**config.mk**
```make
export PLATFORM = sky130hd
export DESIGN_NAME = memory_access_stage
export DESIGN_NICKNAME = d
export VERILOG_FILES = /design/src/rtl/memory_stage_pkg.sv /design/src/rtl/load_store_align.sv /design/src/rtl/memory_access_stage.sv
export SDC_FILE = /design/constraint.sdc
export NUM_CORES = 1
export LEC_CHECK = 0
export CORE_MARGIN = 8
export CORE_UTILIZATION = 55
export DETAILED_ROUTE_END_ITERATION = 12
export DONT_BUFFER_PORTS = 1
export PLACE_DENSITY = 0.83
export SLEW_MARGIN = 20
export SYNTH_ARGS = -nofsm -noshare
export SYNTH_HDL_FRONTEND = slang
export SYNTH_SLANG_ARGS = --single-unit
```
**constraint.sdc**
```tcl
create_clock -name Clk -period 1.91 [get_ports Clk]
set_input_delay 0.0955 -clock Clk [delete_from_list [all_inputs] [get_ports Clk]]
set_output_delay 0.0955 -clock Clk [all_outputs]
set_load 0.01 [all_outputs]
```
**src/rtl/memory_stage_pkg.sv**
```systemverilog
// Shared encodings and types for the MEM stage: access sizes, FSM states and
// the MEM/WB bundle layout.
package memory_stage_pkg;

  localparam logic [1:0] MEM_SIZE_WORD = 2'b00;
  localparam logic [1:0] MEM_SIZE_HALF = 2'b01;
  localparam logic [1:0] MEM_SIZE_BYTE = 2'b10;

  // Wide enough for the largest supported TIMEOUT_CYCLES (255).
  localparam int TIMEOUT_CNT_W = 8;

  typedef enum logic {
    IDLE   = 1'b0,
    ACCESS = 1'b1
  } state_t;

  typedef struct packed {
    logic        reg_write;
    logic        mem_to_reg;
    logic [1:0]  jump;
    logic [31:0] alu;
    logic [31:0] read_data;
    logic [4:0]  dest;
    logic [31:0] pc_link;
  } wb_bundle_t;

endpackage

```
**src/rtl/load_store_align.sv**
```systemverilog
// Combinational lane steering: store strobes/replicated data, alignment check,
// and load byte/half extraction with zero or sign extension.
module load_store_align
  import memory_stage_pkg::*;
(
  input  logic [1:0]  st_size,
  input  logic [1:0]  st_lane,
  input  logic [31:0] st_data,
  output logic [3:0]  byte_en,
  output logic [31:0] wdata,
  output logic        misaligned,
  input  logic [1:0]  ld_size,
  input  logic [1:0]  ld_lane,
  input  logic        ld_signed,
  input  logic [31:0] rdata,
  output logic [31:0] load_data
);

  logic [7:0]  lane_bytes [4];
  logic [7:0]  ld_byte;
  logic [15:0] ld_half;

  genvar gi;
  generate
    for (gi = 0; gi < 4; gi++) begin : g_lane
      assign lane_bytes[gi] = rdata[8*gi +: 8];
    end
  endgenerate

  // Reserved size 2'b11 falls into the default branch and behaves as a word.
  always_comb begin
    byte_en    = 4'b1111;
    wdata      = st_data;
    misaligned = (st_lane != 2'b00);
    case (st_size)
      MEM_SIZE_HALF: begin
        byte_en    = st_lane[1] ? 4'b1100 : 4'b0011;
        wdata      = {2{st_data[15:0]}};
        misaligned = st_lane[0];
      end
      MEM_SIZE_BYTE: begin
        byte_en    = 4'b0001 << st_lane;
        wdata      = {4{st_data[7:0]}};
        misaligned = 1'b0;
      end
      default: begin
      end
    endcase
  end

  always_comb begin
    ld_byte   = lane_bytes[ld_lane];
    ld_half   = ld_lane[1] ? rdata[31:16] : rdata[15:0];
    load_data = rdata;
    case (ld_size)
      MEM_SIZE_HALF: load_data = {{16{ld_signed & ld_half[15]}}, ld_half};
      MEM_SIZE_BYTE: load_data = {{24{ld_signed & ld_byte[7]}}, ld_byte};
      default:       load_data = rdata;
    endcase
  end

endmodule

```
**src/rtl/memory_access_stage.sv**
```systemverilog
// MEM stage with MEM/WB pipeline register: issues one req/ack data-memory access
// per load/store, stalls upstream while it is outstanding, aborts on timeout.
module memory_access_stage
  import memory_stage_pkg::*;
#(
  parameter int TIMEOUT_CYCLES = 64
) (
  input  logic        Clk,
  input  logic        Rst,
  input  logic        ValidIn,
  input  logic        FlushIn,
  input  logic        RegWriteIn,
  input  logic        MemToRegIn,
  input  logic [1:0]  JumpIn,
  input  logic        MemReadIn,
  input  logic        MemWriteIn,
  input  logic [1:0]  MemSizeIn,
  input  logic        MemSignedIn,
  input  logic [31:0] ALUIn,
  input  logic [31:0] StoreDataIn,
  input  logic [4:0]  DestinationRegIn,
  input  logic [31:0] PCValueForJALIn,
  output logic        StallOut,
  output logic        MemReq,
  output logic        MemWe,
  output logic [31:0] MemAddr,
  output logic [31:0] MemWData,
  output logic [3:0]  MemByteEn,
  input  logic [31:0] MemRData,
  input  logic        MemAck,
  output logic        RegWriteOut,
  output logic        MemToRegOut,
  output logic [1:0]  JumpOut,
  output logic [31:0] ALUOut,
  output logic [31:0] MemoryReadDataOut,
  output logic [4:0]  DestinationRegOut,
  output logic [31:0] PCValueForJALOut,
  output logic        AlignErrOut,
  output logic        BusErrOut
);

  localparam logic [TIMEOUT_CNT_W-1:0] TIMEOUT_LAST = TIMEOUT_CNT_W'(TIMEOUT_CYCLES - 1);

  state_t                   state_reg;
  logic [TIMEOUT_CNT_W-1:0] timeout_cnt_reg;
  wb_bundle_t               wb_reg;
  wb_bundle_t               in_bundle;
  logic                     mem_req_reg;
  logic                     mem_we_reg;
  logic [31:0]              mem_addr_reg;
  logic [31:0]              mem_wdata_reg;
  logic [3:0]               mem_byte_en_reg;
  logic [1:0]               ld_size_reg;
  logic [1:0]               ld_lane_reg;
  logic                     ld_signed_reg;
  logic                     align_err_reg;
  logic                     bus_err_reg;

  logic        memop;
  logic        misaligned;
  logic        timeout_hit;
  logic [3:0]  st_byte_en;
  logic [31:0] st_wdata;
  logic [31:0] ld_data;

  assign memop       = ValidIn & ~FlushIn & (MemReadIn | MemWriteIn);
  assign timeout_hit = (state_reg == ACCESS) && !MemAck && (timeout_cnt_reg == TIMEOUT_LAST);

  load_store_align u_align (
    .st_size   (MemSizeIn),
    .st_lane   (ALUIn[1:0]),
    .st_data   (StoreDataIn),
    .byte_en   (st_byte_en),
    .wdata     (st_wdata),
    .misaligned(misaligned),
    .ld_size   (ld_size_reg),
    .ld_lane   (ld_lane_reg),
    .ld_signed (ld_signed_reg),
    .rdata     (MemRData),
    .load_data (ld_data)
  );

  // Flush only squashes in IDLE; once an access is in flight the held
  // instruction retires regardless.
  always_comb begin
    in_bundle.reg_write  = RegWriteIn & ValidIn & ((state_reg == ACCESS) | ~FlushIn);
    in_bundle.mem_to_reg = MemToRegIn;
    in_bundle.jump       = JumpIn;
    in_bundle.alu        = ALUIn;
    in_bundle.dest       = DestinationRegIn;
    in_bundle.pc_link    = PCValueForJALIn;
    in_bundle.read_data  = '0;
    if ((state_reg == ACCESS) && !mem_we_reg) begin
      in_bundle.read_data = ld_data;
    end
  end

  // The timeout cycle releases the stall so the aborted instruction drains.
  always_comb begin
    if (state_reg == ACCESS) begin
      StallOut = ~MemAck & ~timeout_hit;
    end else begin
      StallOut = memop & ~misaligned;
    end
  end

  always_ff @(posedge Clk) begin
    if (Rst) begin
      state_reg       <= IDLE;
      timeout_cnt_reg <= '0;
      wb_reg          <= '0;
      mem_req_reg     <= 1'b0;
      mem_we_reg      <= 1'b0;
      mem_addr_reg    <= '0;
      mem_wdata_reg   <= '0;
      mem_byte_en_reg <= '0;
      ld_size_reg     <= '0;
      ld_lane_reg     <= '0;
      ld_signed_reg   <= 1'b0;
      align_err_reg   <= 1'b0;
      bus_err_reg     <= 1'b0;
    end else begin
      align_err_reg <= 1'b0;
      bus_err_reg   <= 1'b0;
      case (state_reg)
        IDLE: begin
          if (memop && !misaligned) begin
            state_reg       <= ACCESS;
            timeout_cnt_reg <= '0;
            wb_reg          <= '0;
            mem_req_reg     <= 1'b1;
            mem_we_reg      <= MemWriteIn;
            mem_addr_reg    <= {ALUIn[31:2], 2'b00};
            mem_wdata_reg   <= st_wdata;
            mem_byte_en_reg <= st_byte_en;
            ld_size_reg     <= MemSizeIn;
            ld_lane_reg     <= ALUIn[1:0];
            ld_signed_reg   <= MemSignedIn;
          end else if (memop) begin
            wb_reg        <= '0;
            align_err_reg <= 1'b1;
          end else begin
            wb_reg <= in_bundle;
          end
        end
        ACCESS: begin
          if (MemAck || timeout_hit) begin
            state_reg       <= IDLE;
            timeout_cnt_reg <= '0;
            mem_req_reg     <= 1'b0;
            mem_we_reg      <= 1'b0;
            mem_addr_reg    <= '0;
            mem_wdata_reg   <= '0;
            mem_byte_en_reg <= '0;
            wb_reg          <= MemAck ? in_bundle : '0;
            bus_err_reg     <= ~MemAck;
          end else begin
            timeout_cnt_reg <= timeout_cnt_reg + TIMEOUT_CNT_W'(1);
          end
        end
        default: state_reg <= IDLE;
      endcase
    end
  end

  assign MemReq            = mem_req_reg;
  assign MemWe             = mem_we_reg;
  assign MemAddr           = mem_addr_reg;
  assign MemWData          = mem_wdata_reg;
  assign MemByteEn         = mem_byte_en_reg;
  assign RegWriteOut       = wb_reg.reg_write;
  assign MemToRegOut       = wb_reg.mem_to_reg;
  assign JumpOut           = wb_reg.jump;
  assign ALUOut            = wb_reg.alu;
  assign MemoryReadDataOut = wb_reg.read_data;
  assign DestinationRegOut = wb_reg.dest;
  assign PCValueForJALOut  = wb_reg.pc_link;
  assign AlignErrOut       = align_err_reg;
  assign BusErrOut         = bus_err_reg;

endmodule

```
After elaboration in Yosys (flattened, before gate mapping)
Cells that the tools add are included.
{"block": "totals", "ff_bits": 191, "input_bits": 147, "output_inout_bits": 178, "word_cells": 95}
{"block": "op_classes", "addsub": 1, "magnitude_cmp": 1, "eq_ne": 7, "shifts": 1, "n_mux": 36, "bitwise": 17, "reduce_logical": 13}
{"cell": "105-bit two-way mux", "count": 4}
{"cell": "32-bit case mux with 2 select lines", "count": 4}
{"cell": "105-bit case mux with 2 select lines", "count": 1}
{"cell": "32-bit two-way mux", "count": 4}
{"cell": "8-bit two-way mux", "count": 4}
{"cell": "8-bit binary-select mux with 2-bit select", "count": 1}
{"cell": "16-bit two-way mux", "count": 1}
{"cell": "4-bit case mux with 2 select lines", "count": 2}
{"cell": "8-bit case mux with 2 select lines", "count": 1}
{"cell": "4-bit two-way mux", "count": 3}
{"cell": "8-bit by 1-bit adder with 8-bit output (second input constant)", "count": 1}
{"cell": "1-bit AND", "count": 8}
{"cell": "8-bit by 6-bit == test with 1-bit output (second input constant)", "count": 1}
{"cell": "1-bit case mux with 2 select lines", "count": 4}
{"cell": "1-bit two-way mux", "count": 7}
{"cell": "1-bit inverter", "count": 6}
{"cell": "3-bit OR reduction", "count": 2}
{"cell": "2-bit by 1-bit == test with 1-bit output (second input constant)", "count": 2}
{"cell": "2-bit == test (second input constant)", "count": 2}
{"cell": "1-bit logical AND", "count": 4}
{"cell": "2-bit AND reduction", "count": 2}
{"cell": "1-bit by 2-bit << shifter with 4-bit output (first input constant)", "count": 1}
{"cell": "3-bit greater-or-equal comparator (second input constant)", "count": 1}
{"cell": "1-bit zero test", "count": 3}
{"cell": "other kinds (6)", "count": 7}

Logic depth before layout (Yosys ltp)
{"block": "logic_depth", "ltp_word": 10, "depth_mapped": 8, "depth_no_buf": 6}

Hierarchy
From an unflattened synthesis, not the netlist that was laid out.
{"block": "hier_totals", "hier_cells": 926, "hier_area_um2": 8037.7}
{"module": "memory_access_stage", "n_inst": 1, "cells_per_inst": 751, "area_each_um2": 6885.4, "seq_area_each_um2": 3783.6}
{"module": "load_store_align", "n_inst": 1, "cells_per_inst": 175, "area_each_um2": 1152.4, "seq_area_each_um2": 0.0}

Least setup slack after synthesis
Ideal clock, no wire load.
{"block": "synth_timing", "path_kind": "in2reg", "from": "input port MemSizeIn[0]", "to": "register mem_wdata_reg[14], in the netlist MemWData[14]", "setup_ns": 0.117, "arrival_time_ns": 1.749, "required_time_ns": 1.793, "path_slack_ns": 0.044, "cell_stages": 8, "path_buffers": 2, "path_cell_list": "inv_1 ha_1 o21a_1 o41ai_4 a21oi_2 buf_6 buf_6 a22o_1"}
{"block": "synth_between", "elab_chain_len": 6, "word_cells_on_any_way": 10, "classes_between": "eq/ne (3); mux (4); reduce/logical (3)"}
{"item": "start: declaration", "line_no": "memory_access_stage.sv:17", "text": "input logic [1:0] MemSizeIn,"}
{"item": "2-bit == test / 2-bit by 1-bit == test with 1-bit output (equally long branches)", "line_no": "load_store_align.sv:35", "text": "case (st_size)"}
{"item": "1-bit case mux with 2 select lines", "line_no": "load_store_align.sv:35"}
{"item": "1-bit zero test", "line_no": "memory_access_stage.sv:127", "text": "if (memop && !misaligned) begin"}
{"item": "1-bit logical AND", "line_no": "memory_access_stage.sv:127"}
{"item": "2-bit inequality test (no source line)"}
{"item": "2-bit AND reduction (no source line)"}
{"item": "end signal: assignment", "line_no": "memory_access_stage.sv:134", "text": "mem_wdata_reg <= st_wdata;"}
{"item": "end: declaration", "line_no": "memory_access_stage.sv:51", "text": "logic [31:0] mem_wdata_reg;"}
Parallel ways exist; a longest one is shown, timed or not. The select of a mux whose other input is x is not followed.
A chain may end at the register's enable or synchronous reset.

Worst setup path after layout
{"block": "layout_timing", "from": "register ld_size_reg[0]", "to": "register wb_reg, in the netlist MemoryReadDataOut[26]"}
{"block": "layout_between", "elab_chain_len": 6, "word_cells_on_any_way": 9, "classes_between": "eq/ne (2); mux (7)"}
{"item": "start: declaration", "line_no": "memory_access_stage.sv:53", "text": "logic [1:0] ld_size_reg;"}
{"item": "start signal: assignment", "line_no": "memory_access_stage.sv:136", "text": "ld_size_reg <= MemSizeIn;"}
{"item": "2-bit == test / 2-bit by 1-bit == test with 1-bit output (equally long branches)", "line_no": "load_store_align.sv:55", "text": "case (ld_size)"}
{"item": "32-bit case mux with 2 select lines (*)", "line_no": "load_store_align.sv:55"}
{"item": "32-bit two-way mux (*)", "line_no": "memory_access_stage.sv:93", "text": "if ((state_reg == ACCESS) && !mem_we_reg) begin"}
{"item": "105-bit two-way mux (on tied branches)", "line_no": "memory_access_stage.sv:155, memory_access_stage.sv:139"}
{"item": "105-bit two-way mux (on tied branches)", "line_no": "memory_access_stage.sv:147, memory_access_stage.sv:127"}
{"item": "105-bit case mux with 2 select lines (*)", "line_no": "memory_access_stage.sv:125", "text": "case (state_reg)"}
{"item": "end signal: assignment", "line_no": "memory_access_stage.sv:143", "text": "wb_reg <= in_bundle;"}
{"item": "end signal: assignment", "line_no": "memory_access_stage.sv:155", "text": "wb_reg <= MemAck ? in_bundle : '0;"}
{"item": "end: declaration", "line_no": "memory_access_stage.sv:46", "text": "wb_bundle_t wb_reg;"}
Every way passes the cells marked *; elsewhere a longest branch is shown, timed or not. The select of a mux whose other input is x is not followed.

==> impl_metrics.py <==
metrics = {
    "synth": {
        "synth_edf_count": 0,
        "yosys.area_share.simple_pct": 11.19,
        "synth-compound-area-share_pct": 27.19,
        "async_flop_share_pct": 0,
        "syn_inst": 715,
        "synth_flop_cell": "dfxtp_1",
        "yosysSeqAreaShare_pct": 52.31,
        "synth_xor_area_share_pct": 0,
        "syn_area_um2": 7233,
        "synth_seq_cells": 189,
        "synth_area_per_cell_um2": 10.12,
        "yosysUniqueCellTypes": 54,
        "yosysWarnings": 0,
        "synthAdderAreaFrac_pct": 0.8649,
        "synth_mux_area_share_pct": 3.788,
        "synth_top_family_by_area": "compound AO/OA/AOI/OAI gates",
    },
    "timing": {
        "slew-limit-headroom_pct": 52.93,
        "finalCriticalPeriod_ns": 1.848,
        "hold_slack_ns": 0.02109,
        "drv_slew": 0,
        "setup_violations": 0,
        "final.setup.tns_ns": 0,
        "fin_crit_sh_pct": 96.75,
        "rsz0062_at_grt": "true",
        "fin_skew_ns": 0.009705,
        "fmaxAchievable_mhz": 541.1,
        "finalHoldViolCount": 0,
        "worst_pin_slew_ns": 0.7060,
    },
    "route": {
        "drt-pass1-iter-count": 6,
        "wirelength_um": 27160,
        "via_per_inst": 6.573,
        "ant_nets": 0,
        "drc": 0,
        "routedWlPerCell_um": 26.06,
        "vias": 6849,
        "drtIter0Drc": 827,
    },
    "finish": {
        "final_nets": 1003,
        "syn2layout_area_growth_pct": 33.26,
        "fin_area_um2": 9639,
        "final_common_cell": "dfxtp_1",
        "drive_gt1_share_pct": 12.38,
        "fillers": 793,
        "mostFrequentLayoutCells": "dfxtp_1 (189), dlygate4sd3_1 (133), nor2_1 (83), a22oi_1 (80), a22o_1 (57)",
    },
    "floorplan": {
        "row_count": 42,
        "start_util_pct": 55.50,
        "coreArea_um2": 13030,
        "die_x_um": 130.7,
        "die_y_um": 130.7,
        "die_area_um2": 17080,
        "io_pins": 325,
    },
    "clock_network": {
        "clockRootBuffer": "clkbuf_16",
        "htree_levels": 4,
        "clock_sinks": 189,
        "cts_buffers": 17,
        "clk_pin_slew_ns": 0.06,
        "cts_tree": "built",
        "clock_latency_ns": 0.43,
        "clk_path_buf_depth": 2,
    },
    "pwr": {
        "switchingPower_uw": 2282,
        "peakVddDrop_v": 0.0005484,
        "p_leak_uw": 0.003988,
        "seq_power_share_pct": 48.5,
        "pwr-share-clk_pct": 40.7,
        "p_per_area_nw_per_um2": 923.6,
        "pwr-share-comb_pct": 10.9,
        "power_uw": 8903,
        "power.share.switching_pct": 25.63,
        "intPower_uw": 6621,
    },
    "global_routing": {
        "grt_max_degree": 98,
        "grt-ovfl-total": 0,
        "grt_usage_pct": 29.95,
        "grt_pass1_vias": 6994,
        "grt_pass1_wl_um": 39700,
        "grt_antenna_before_repair": 0,
    },
    "worst_setup_path": {
        "crit_arrival_ns": 2.15,
        "path_cells": "inv_1 -> ha_1 -> buf_4 -> and2_1 -> a221o_1",
        "critPathCaptureType": "flop",
        "cp_max_fo": 16,
        "crit_slowest_cell": "a221o_1",
        "crit_type": "reg -> reg",
        "critPathRequiredTime_ns": 2.22,
        "cp-start-kind": "flop",
        "crit_buf_inv": 2,
        "max_stage_delay_ns": 0.46,
        "crit_family": "compound AO/OA/AOI/OAI gates",
    },
    "place": {
        "placed_area_um2": 7540,
        "dpl.hpwl_um": 16170,
        "port_buffers": 0,
        "place.gp.congestion": 0.8492,
    },
    "flow_run": {
        "cap_violations": 0,
    },
    "outcome": {
        "status": "complete, no violations",
    },
    "worst_hold_path": {
        "hp-class": "in -> reg",
    },
}
[worst min-delay path: stages]
cell and delay (ns):
a21oi_4 0.04, buf_4 0.15, o2bb2ai_1 0.11
[logic make-up after synthesis]
kind of cell             Yosys count
multiplexers                      25
flip-flops                       189
other                              1
buffers and inverters             77
AND/OR/NAND/NOR                  169
adder cells (fa/ha/maj)            5
AO/OA/AOI/OAI                    249
[worst paths after layout]
kind,start,to,slack [ns],cells past startpoint
setup / recovery,ld_size_reg[0],MemoryReadDataOut[26],0.06,5
hold / removal,Rst,MemByteEn[3],0.02,3
setup reg to reg,ld_size_reg[0],MemoryReadDataOut[26],0.06,5
hold reg to reg,MemoryReadDataOut[1],MemoryReadDataOut[1],0.52,2
[final cells by class]
| cell class | instances | area, um2 | share of cell area, % |
|---|---|---|---|
| clock inverter | 12 | 133.9 | 1.389 |
| sequential | 189 | 3784 | 39.25 |
| tap | 176 | 220.2 | 2.285 |
| antenna | 2 | 5.005 | 0.05192 |
| multi-input combinational | 450 | 3177 | 32.96 |
| timing repair buffer | 181 | 1808 | 18.76 |
| clock buffer | 20 | 466.7 | 4.842 |
| inverter | 12 | 45.04 | 0.4673 |
[per-layer routing]
layer	track usage (%)	routed length [um]	part of all wire [%]	vias to the layer above
met4	16.81	1151	4.2	0
li1	-	-	-	2936
met3	11.89	3289	12	112
met1	31.76	9288	34	3265
met5	0	0	0	-
met2	50.08	13420	49	536
[what timing repair did]
item,in CTS,in global routing
cloned,0,1
endpoints found under the hold margin,185,0
buffers inserted,2,6
resized for setup,3,7
hold buffers,134,0
endpoints found under the setup margin,26,37
pin swaps,0,0
[stage by stage]
stage | setup WS [ns] | utilization (%) | instances
6_report | 0.06200 | 73.96 | 1042
4_1_cts | 0.03016 | 73.09 | 1033
3_3_place_gp | -0.07650 | 57.85 | 865
5_1_grt | -0.01850 | 73.92 | 1040
3_5_place_dp | -0.1855 | 57.85 | 865
2_1_floorplan | 0.04392 | - | 716
[power groups by stage]
| stage | Clock (uW) | Sequential, uW | Combinational (uW) |
|---|---|---|---|
| after floorplan | 0 | 4340 | 492 |
| after CTS | 3610 | 4310 | 890 |
| after global routing | 3800 | 4330 | 1020 |
| after detailed placement | 0 | 4400 | 606 |
| after global placement | 0 | 4390 | 572 |
| final | 3620 | 4320 | 967 |
[Yosys cell counts (3+ instances only)]
cell type  instances  share of area (%)
dfxtp_1          189                 52
nor2_1            84                4.4
a22oi_1           80                8.3
a22o_1            57                6.9
clkbuf_1          43                2.2
nand2_1           22                1.1
a21oi_1           21                1.5
nand2b_1          19                1.6
o21ai_0           19                1.3
a221o_1           16                2.2
mux2i_1           15                2.1
buf_2             14               0.97
a21o_1            13                1.3
inv_1             12               0.62
nor3_1            12               0.83
mux2_2             9                1.4
o2bb2ai_1          9                1.1
a221oi_1           8               0.97
o22a_1             7               0.85
nand4_1            6               0.52
ha_1               5               0.86
nand3_1            4               0.28
or4_1              4               0.42
buf_1              3               0.16
buf_4              3               0.31
nor2b_1            3               0.26
o311ai_0           3               0.36
or2_2              3               0.26
(Power assumes the default switching activity.)
